## config.mk

```make
export PLATFORM = sky130hd
export DESIGN_NAME = sig_gen_flat
export DESIGN_NICKNAME = d
export VERILOG_FILES = /design/src/rtl/sig_gen_if.sv /design/src/rtl/sig_gen.sv /design/src/flat_wrapper.sv
export SDC_FILE = /design/constraint.sdc
export NUM_CORES = 1
export LEC_CHECK = 0
export ABC_AREA = 1
export BUFFER_PORTS_ARGS = -buffer_cell sky130_fd_sc_hd__buf_2
export CELL_PAD_IN_SITES_DETAIL_PLACEMENT = 1
export CELL_PAD_IN_SITES_GLOBAL_PLACEMENT = 1
export CORE_MARGIN = 4
export CORE_UTILIZATION = 38
export DETAILED_ROUTE_END_ITERATION = 16
export GPL_TIMING_DRIVEN = 0
export PLACE_DENSITY_LB_ADDON = 0.05
export SLEW_MARGIN = 20
export SYNTH_ARGS = -nofsm -noshare
export SYNTH_HDL_FRONTEND = slang
export SYNTH_SLANG_ARGS = --single-unit
```

## constraint.sdc

```tcl
create_clock -name clk_16MHZ -period 6.1 [get_ports clk_16MHZ]
set_clock_uncertainty 0.15 [all_clocks]
set_input_delay 0.915 -clock clk_16MHZ [delete_from_list [all_inputs] [get_ports clk_16MHZ]]
set_output_delay 0.915 -clock clk_16MHZ [all_outputs]
set_load 0.02 [all_outputs]
```

## src/rtl/sig_gen_if.sv

```systemverilog
// Request/status bus between a stimulus controller and sig_gen: a frequency
// request with its load strobe, and the conversion status coming back.
interface sig_gen_if;
    logic [10:0] freq;
    logic        load;
    logic        busy;
    logic [10:0] freq_act;

    modport master (output freq, output load, input busy, input freq_act);
    modport slave  (input freq, input load, output busy, output freq_act);
endinterface

```

## src/rtl/sig_gen.sv

```systemverilog
// Frequency-meter stimulus: a 1 Hz reference gate plus a programmable square wave
// whose half-period comes from a 23-step restoring shift-subtract divider.
module sig_gen #(
    parameter int CLK_HZ = 16_000_000,
    parameter int F_MAX  = 2047
) (
    input  logic     clk_16MHZ,
    input  logic     rst,
    sig_gen_if.slave bus,
    output logic     sig_1HZ,
    output logic     sig_KHZ
);
    localparam logic [22:0] DIVIDEND = 23'(CLK_HZ / 2);
    localparam logic [22:0] TERM_1HZ = 23'(CLK_HZ / 2 - 1);
    localparam logic [10:0] F_LIM    = 11'(F_MAX);

    typedef enum logic [1:0] {IDLE, DIV, APPLY} state_t;

    state_t      state, state_nxt;
    logic [10:0] f_q, f_nxt;
    logic [10:0] rem_q, rem_nxt;
    logic [11:0] rem_sh;
    logic [22:0] quo_q, quo_nxt;
    logic [4:0]  idx_q, idx_nxt;
    logic [22:0] half_pend, half_pend_nxt;
    logic [10:0] freq_act_q, freq_act_nxt;
    logic [22:0] cnt_1hz;
    logic [22:0] tc;
    logic [22:0] half_act;

    // NOTE: state elements use non-blocking assignments so every flop samples pre-edge values.
    always_ff @(posedge clk_16MHZ or negedge rst) begin
        if (!rst) begin
            cnt_1hz <= '0;
            sig_1HZ <= 1'b0;
        end else if (cnt_1hz == TERM_1HZ) begin
            cnt_1hz <= '0;
            sig_1HZ <= ~sig_1HZ;
        end else begin
            cnt_1hz <= cnt_1hz + 23'd1;
        end
    end

    always_ff @(posedge clk_16MHZ or negedge rst) begin
        if (!rst) begin
            state      <= IDLE;
            f_q        <= '0;
            rem_q      <= '0;
            quo_q      <= '0;
            idx_q      <= '0;
            half_pend  <= '0;
            freq_act_q <= '0;
        end else begin
            state      <= state_nxt;
            f_q        <= f_nxt;
            rem_q      <= rem_nxt;
            quo_q      <= quo_nxt;
            idx_q      <= idx_nxt;
            half_pend  <= half_pend_nxt;
            freq_act_q <= freq_act_nxt;
        end
    end

    // NOTE: every signal written here gets a default first, so no path infers a latch.
    always_comb begin
        state_nxt     = state;
        f_nxt         = f_q;
        rem_nxt       = rem_q;
        quo_nxt       = quo_q;
        idx_nxt       = idx_q;
        half_pend_nxt = half_pend;
        freq_act_nxt  = freq_act_q;
        rem_sh        = {rem_q, DIVIDEND[idx_q]};
        case (state)
            IDLE: begin
                if (bus.load) begin
                    f_nxt     = (bus.freq > F_LIM) ? F_LIM : bus.freq;
                    rem_nxt   = '0;
                    quo_nxt   = '0;
                    idx_nxt   = 5'd22;
                    state_nxt = DIV;
                end
            end
            DIV: begin
                // Partial remainder stays below f, so 11 bits plus the shifted-in bit suffice.
                if (f_q == '0) begin
                    quo_nxt = '0;
                end else if (rem_sh >= {1'b0, f_q}) begin
                    rem_nxt        = 11'(rem_sh - {1'b0, f_q});
                    quo_nxt[idx_q] = 1'b1;
                end else begin
                    rem_nxt = rem_sh[10:0];
                end
                if (idx_q == '0) state_nxt = APPLY;
                else             idx_nxt   = idx_q - 5'd1;
            end
            APPLY: begin
                half_pend_nxt = quo_q;
                freq_act_nxt  = f_q;
                state_nxt     = IDLE;
            end
            default: state_nxt = IDLE;
        endcase
    end

    assign bus.busy     = (state != IDLE);
    assign bus.freq_act = freq_act_q;

    // A new half-period is only picked up at a terminal count, so no phase is ever cut short.
    always_ff @(posedge clk_16MHZ or negedge rst) begin
        if (!rst) begin
            tc       <= '0;
            half_act <= '0;
            sig_KHZ  <= 1'b0;
        end else if (half_act == '0) begin
            tc       <= '0;
            sig_KHZ  <= 1'b0;
            half_act <= half_pend;
        end else if (tc == half_act - 23'd1) begin
            tc       <= '0;
            half_act <= half_pend;
            sig_KHZ  <= (half_pend != '0) ? ~sig_KHZ : 1'b0;
        end else begin
            tc <= tc + 23'd1;
        end
    end
endmodule

```

## src/flat_wrapper.sv

```systemverilog
// flat-port wrapper written by rule: the top's interface ports become plain ports
module sig_gen_flat 
#(
    parameter int CLK_HZ = 16_000_000,
    parameter int F_MAX  = 2047
)
  (clk_16MHZ, rst, sig_1HZ, sig_KHZ, bus_freq, bus_load, bus_busy, bus_freq_act);
  sig_gen_if bus_i ();
  input  logic clk_16MHZ;
  input  logic rst;
  output logic sig_1HZ;
  output logic sig_KHZ;
  input wire logic [$bits(bus_i.freq)-1:0] bus_freq;
  input wire logic [$bits(bus_i.load)-1:0] bus_load;
  output wire logic [$bits(bus_i.busy)-1:0] bus_busy;
  output wire logic [$bits(bus_i.freq_act)-1:0] bus_freq_act;
  assign bus_i.freq = bus_freq;
  assign bus_i.load = bus_load;
  assign bus_busy = bus_i.busy;
  assign bus_freq_act = bus_i.freq_act;
  sig_gen #(.CLK_HZ(CLK_HZ), .F_MAX(F_MAX)) u_core (.clk_16MHZ(clk_16MHZ), .rst(rst), .bus(bus_i), .sig_1HZ(sig_1HZ), .sig_KHZ(sig_KHZ));
endmodule
```

==> flow_summary.toml <==
[die]
die_h_um = 158.1
rows = 54
ios = 28
start_util_pct = 38.96
fp.dieW_um = 158.1
die_area_um2 = 24980
core_region_area_um2 = 21960

[route]
drcViolationCount = 0
first_pass_iters = 4
wl_um = 23050
first_iter_violations = 386
viasPerCell = 5.077
via_count = 7432
ant_nets = 0
wire_per_inst_um = 15.74

[clocking]
clock_latency_ns = 0.44
cts_resized = 0
postCtsHoldBufs = 0
cts-root-buf = "clkbuf_16"
cts_made_buffers = 17
cts_tree = "done"
clkSlewWorstSetupHoldPaths_ns = 0.08
h-tree-depth = 4
cts_setup_buffers = 0
cts.sinks = 157
cts_buffer_depth = 2

[synthesis]
postSynthCellCount = 1124
yosysMostFrequentCell = "nand2_1"
async_flop_share_pct = 100.0
yosys-top-cells-count = "nand2_1 (295), dfrtp_1 (157), inv_1 (147)"
syn_avg_cell_area_um2 = 7.612
yosys.area.top_type = "dfrtp_1"
yosysSeqAreaShare_pct = 45.92
synth_seq_cells = 157
synth_edf_count = 0
yosysUniqueCellTypes = 33
synth.area.top_cells = "dfrtp_1 (46%), nand2_1 (13%), inv_1 (6.4%)"
ys_dominant_reg_cell = "dfrtp_1"
ys_warn_count = 0
yosysTopAreaCellShare_pct = 45.92
syn_area_um2 = 8556
syn-num-nets = 1158

[worst_setup_path]
arrival_ns = 4.14
rrSetupSlack_ns = 2.17
reg2reg_from = "u_core.idx_q[4]$_DFFE_PN0P_"
start_kind = "register"
reg2reg_to = "u_core.quo_q[19]$_DFFE_PN0P_"
setup.worst_path.start = "u_core.idx_q[4]$_DFFE_PN0P_"
crit_type = "register to register"
end_kind = "register"
crit_path_end = "u_core.quo_q[19]$_DFFE_PN0P_"
r2r_cells = 15
critPathMaxFanout = 10
cp.required_ns = 6.31

[power_and_ir_drop]
leakage_nw = 4.873
power_density_nw_per_um2 = 613.5
pwr-share-seq_pct = 25.0
p_sw_mw = 3.046
p_sw_share_pct = 51.44
peakVddDrop_mv = 0.3867
p_int_mw = 2.876
p_comb_share_pct = 57.1
clockPowerShare_pct = 17.8
power_mw = 5.923

[sta]
min_period_over_period_pct = 64.43
grt_setup_unrepaired = "no"
hold_violations = 0
tightest_slew_ns = 0.7623
slew_headroom_pct = 48.99
setup_violations = 0
period_needed_ns = 3.930
drv_slew = 0
setup_tns_ns = 0
max_freq_mhz = 254.4

[cells_and_area]
drive_gt1_share_pct = 7.095
area_growth_pct = 12.84
finish.instance_area_um2 = 9654
diodes = 0
nFillCells = 2767
layout.nets = 1205

[global_routing]
grt_pass1_vias = 7837
overflow = 0
grt_util_all_layers_pct = 19.86
grt_pass1_wl_um = 39450
grt_max_degree = 83
antenna_found_initial = 0

[flow_run]
max_cap_viol_count = 0

[placement]
hpwl_um = 17230
placed_area_um2 = 9079
gp_congestion = 0.8314
portBuffers = 27

[outcome]
status = "finished clean"

[hold_path]
worst_hold_path_type = "input pin to asynchronous set/reset pin"
power groups by stage:
| stage | combinational [mW] | sequential (mW) | clock [mW] |
|---|---|---|---|
| detailed placement | 3.44 | 1.50 | 0 |
| floorplan | 2.45 | 1.49 | 0 |
| global placement | 3.36 | 1.50 | 0 |
| CTS | 3.46 | 1.49 | 1.09 |
| finish | 3.38 | 1.48 | 1.06 |
| global route | 3.93 | 1.52 | 1.14 |
sequential cells by signal, indices dropped and copies added (netlist names), 2 cells and up:
name                 cells
u_core.quo_q            23
u_core.half_act         23
u_core.tc               23
u_core.f_q              11
u_core.cnt_1hz          23
u_core.bus.freq_act     11
u_core.rem_q            11
u_core.half_pend        23
u_core.idx_q             5
u_core.state             2
how the worst min path moves through the flow:
stage / to / from / cells after the start / slack (ns)
after global placement: u_core.cnt_1hz[0]$_DFF_PN0_ / u_core.cnt_1hz[0]$_DFF_PN0_ / 1 / 0.30
after CTS: u_core.cnt_1hz[0]$_DFF_PN0_ / u_core.cnt_1hz[0]$_DFF_PN0_ / 1 / 0.32
after detailed placement: u_core.sig_1HZ$_DFFE_PN0N_ / u_core.sig_1HZ$_DFFE_PN0N_ / 1 / 0.31
after floorplan: u_core.cnt_1hz[0]$_DFF_PN0_ / u_core.cnt_1hz[0]$_DFF_PN0_ / 1 / 0.28
after global routing: u_core.cnt_1hz[0]$_DFF_PN0_ / u_core.cnt_1hz[0]$_DFF_PN0_ / 1 / 0.33
final: u_core.half_pend[16]$_DFFE_PN0N_ / rst / 1 / 0.32
layout by cell type (no fill, tap or decap), drive strengths merged:
cell and instances:
a21o 2, a21oi 44, a221oi 2, a22oi 1, a31oi 2, buf 36, clkbuf 39, clkinv 3
clkinvlp 3, dfrtp 157, fa 1, ha 19, inv 157, nand2 297, nand3 102, nand3b 7
nand4 29, nor2 115, nor3 20, nor3b 1, nor4 18, o211ai 6, o21ai 69, o21bai 3
o221ai 1, or2 7, xnor2 17, xor2 26
final cells by class:
cell class / instances / area (um^2) / share of cell area (%)
inverters: 148 / 555.5 / 5.754
clock buffers: 17 / 425.4 / 4.406
multi-input cells: 789 / 3913 / 40.53
flip-flops and latches: 157 / 3929 / 40.69
repair buffers: 28 / 172.7 / 1.788
clock inverters: 15 / 150.1 / 1.555
plain buffers: 30 / 158.9 / 1.646
well taps: 280 / 350.3 / 3.629
metrics by stage:
step	hold slack, ns	std cells	util [%]	setup WS [ns]
final	0.3178	1464	43.97	2.170
after floorplan	0.2829	1124	-	3.073
after detailed placement	0.3130	1432	41.34	2.234
after CTS	0.3214	1464	43.97	2.207
after global placement	0.3049	1431	41.17	1.371
after global routing	0.3306	1464	43.97	1.797
critical path, cell delays in order, from the launching register on:
cell	delay (ns)
dfrtp_1	0.36
clkbuf_1	0.21
nor3_1	0.60
a221oi_1	0.30
ha_1	0.30
fa_1	0.40
nor2_1	0.12
nor2_1	0.09
o21ai_0	0.08
nand4_1	0.11
nand3_1	0.19
nand2_1	0.08
nand2_1	0.15
clkbuf_1	0.37
nand4_1	0.19
a21oi_1	0.16
logic make-up (layout without fill, tap and decap cells):
| group | after synthesis | count (layout) | share of synthesized area [%] |
|---|---|---|---|
| adder cells (fa/ha/maj) | 20 | 20 | 3.013 |
| AND/OR/NAND/NOR | 596 | 596 | 30.20 |
| AO/OA/AOI/OAI | 130 | 130 | 8.116 |
| flip-flops | 157 | 157 | 45.92 |
| buffers and inverters | 178 | 238 | 8.350 |
| XOR/XNOR | 43 | 43 | 4.402 |
layer usage:
| metal | global-route usage [%] | wire length (um) |
|---|---|---|
| met4 | 5.361 | 220 |
| met2 | 34.19 | 11180 |
| met5 | 0 | 0 |
| met1 | 26.29 | 11080 |
| met3 | 2.870 | 568 |
(Power assumes the default switching activity.)
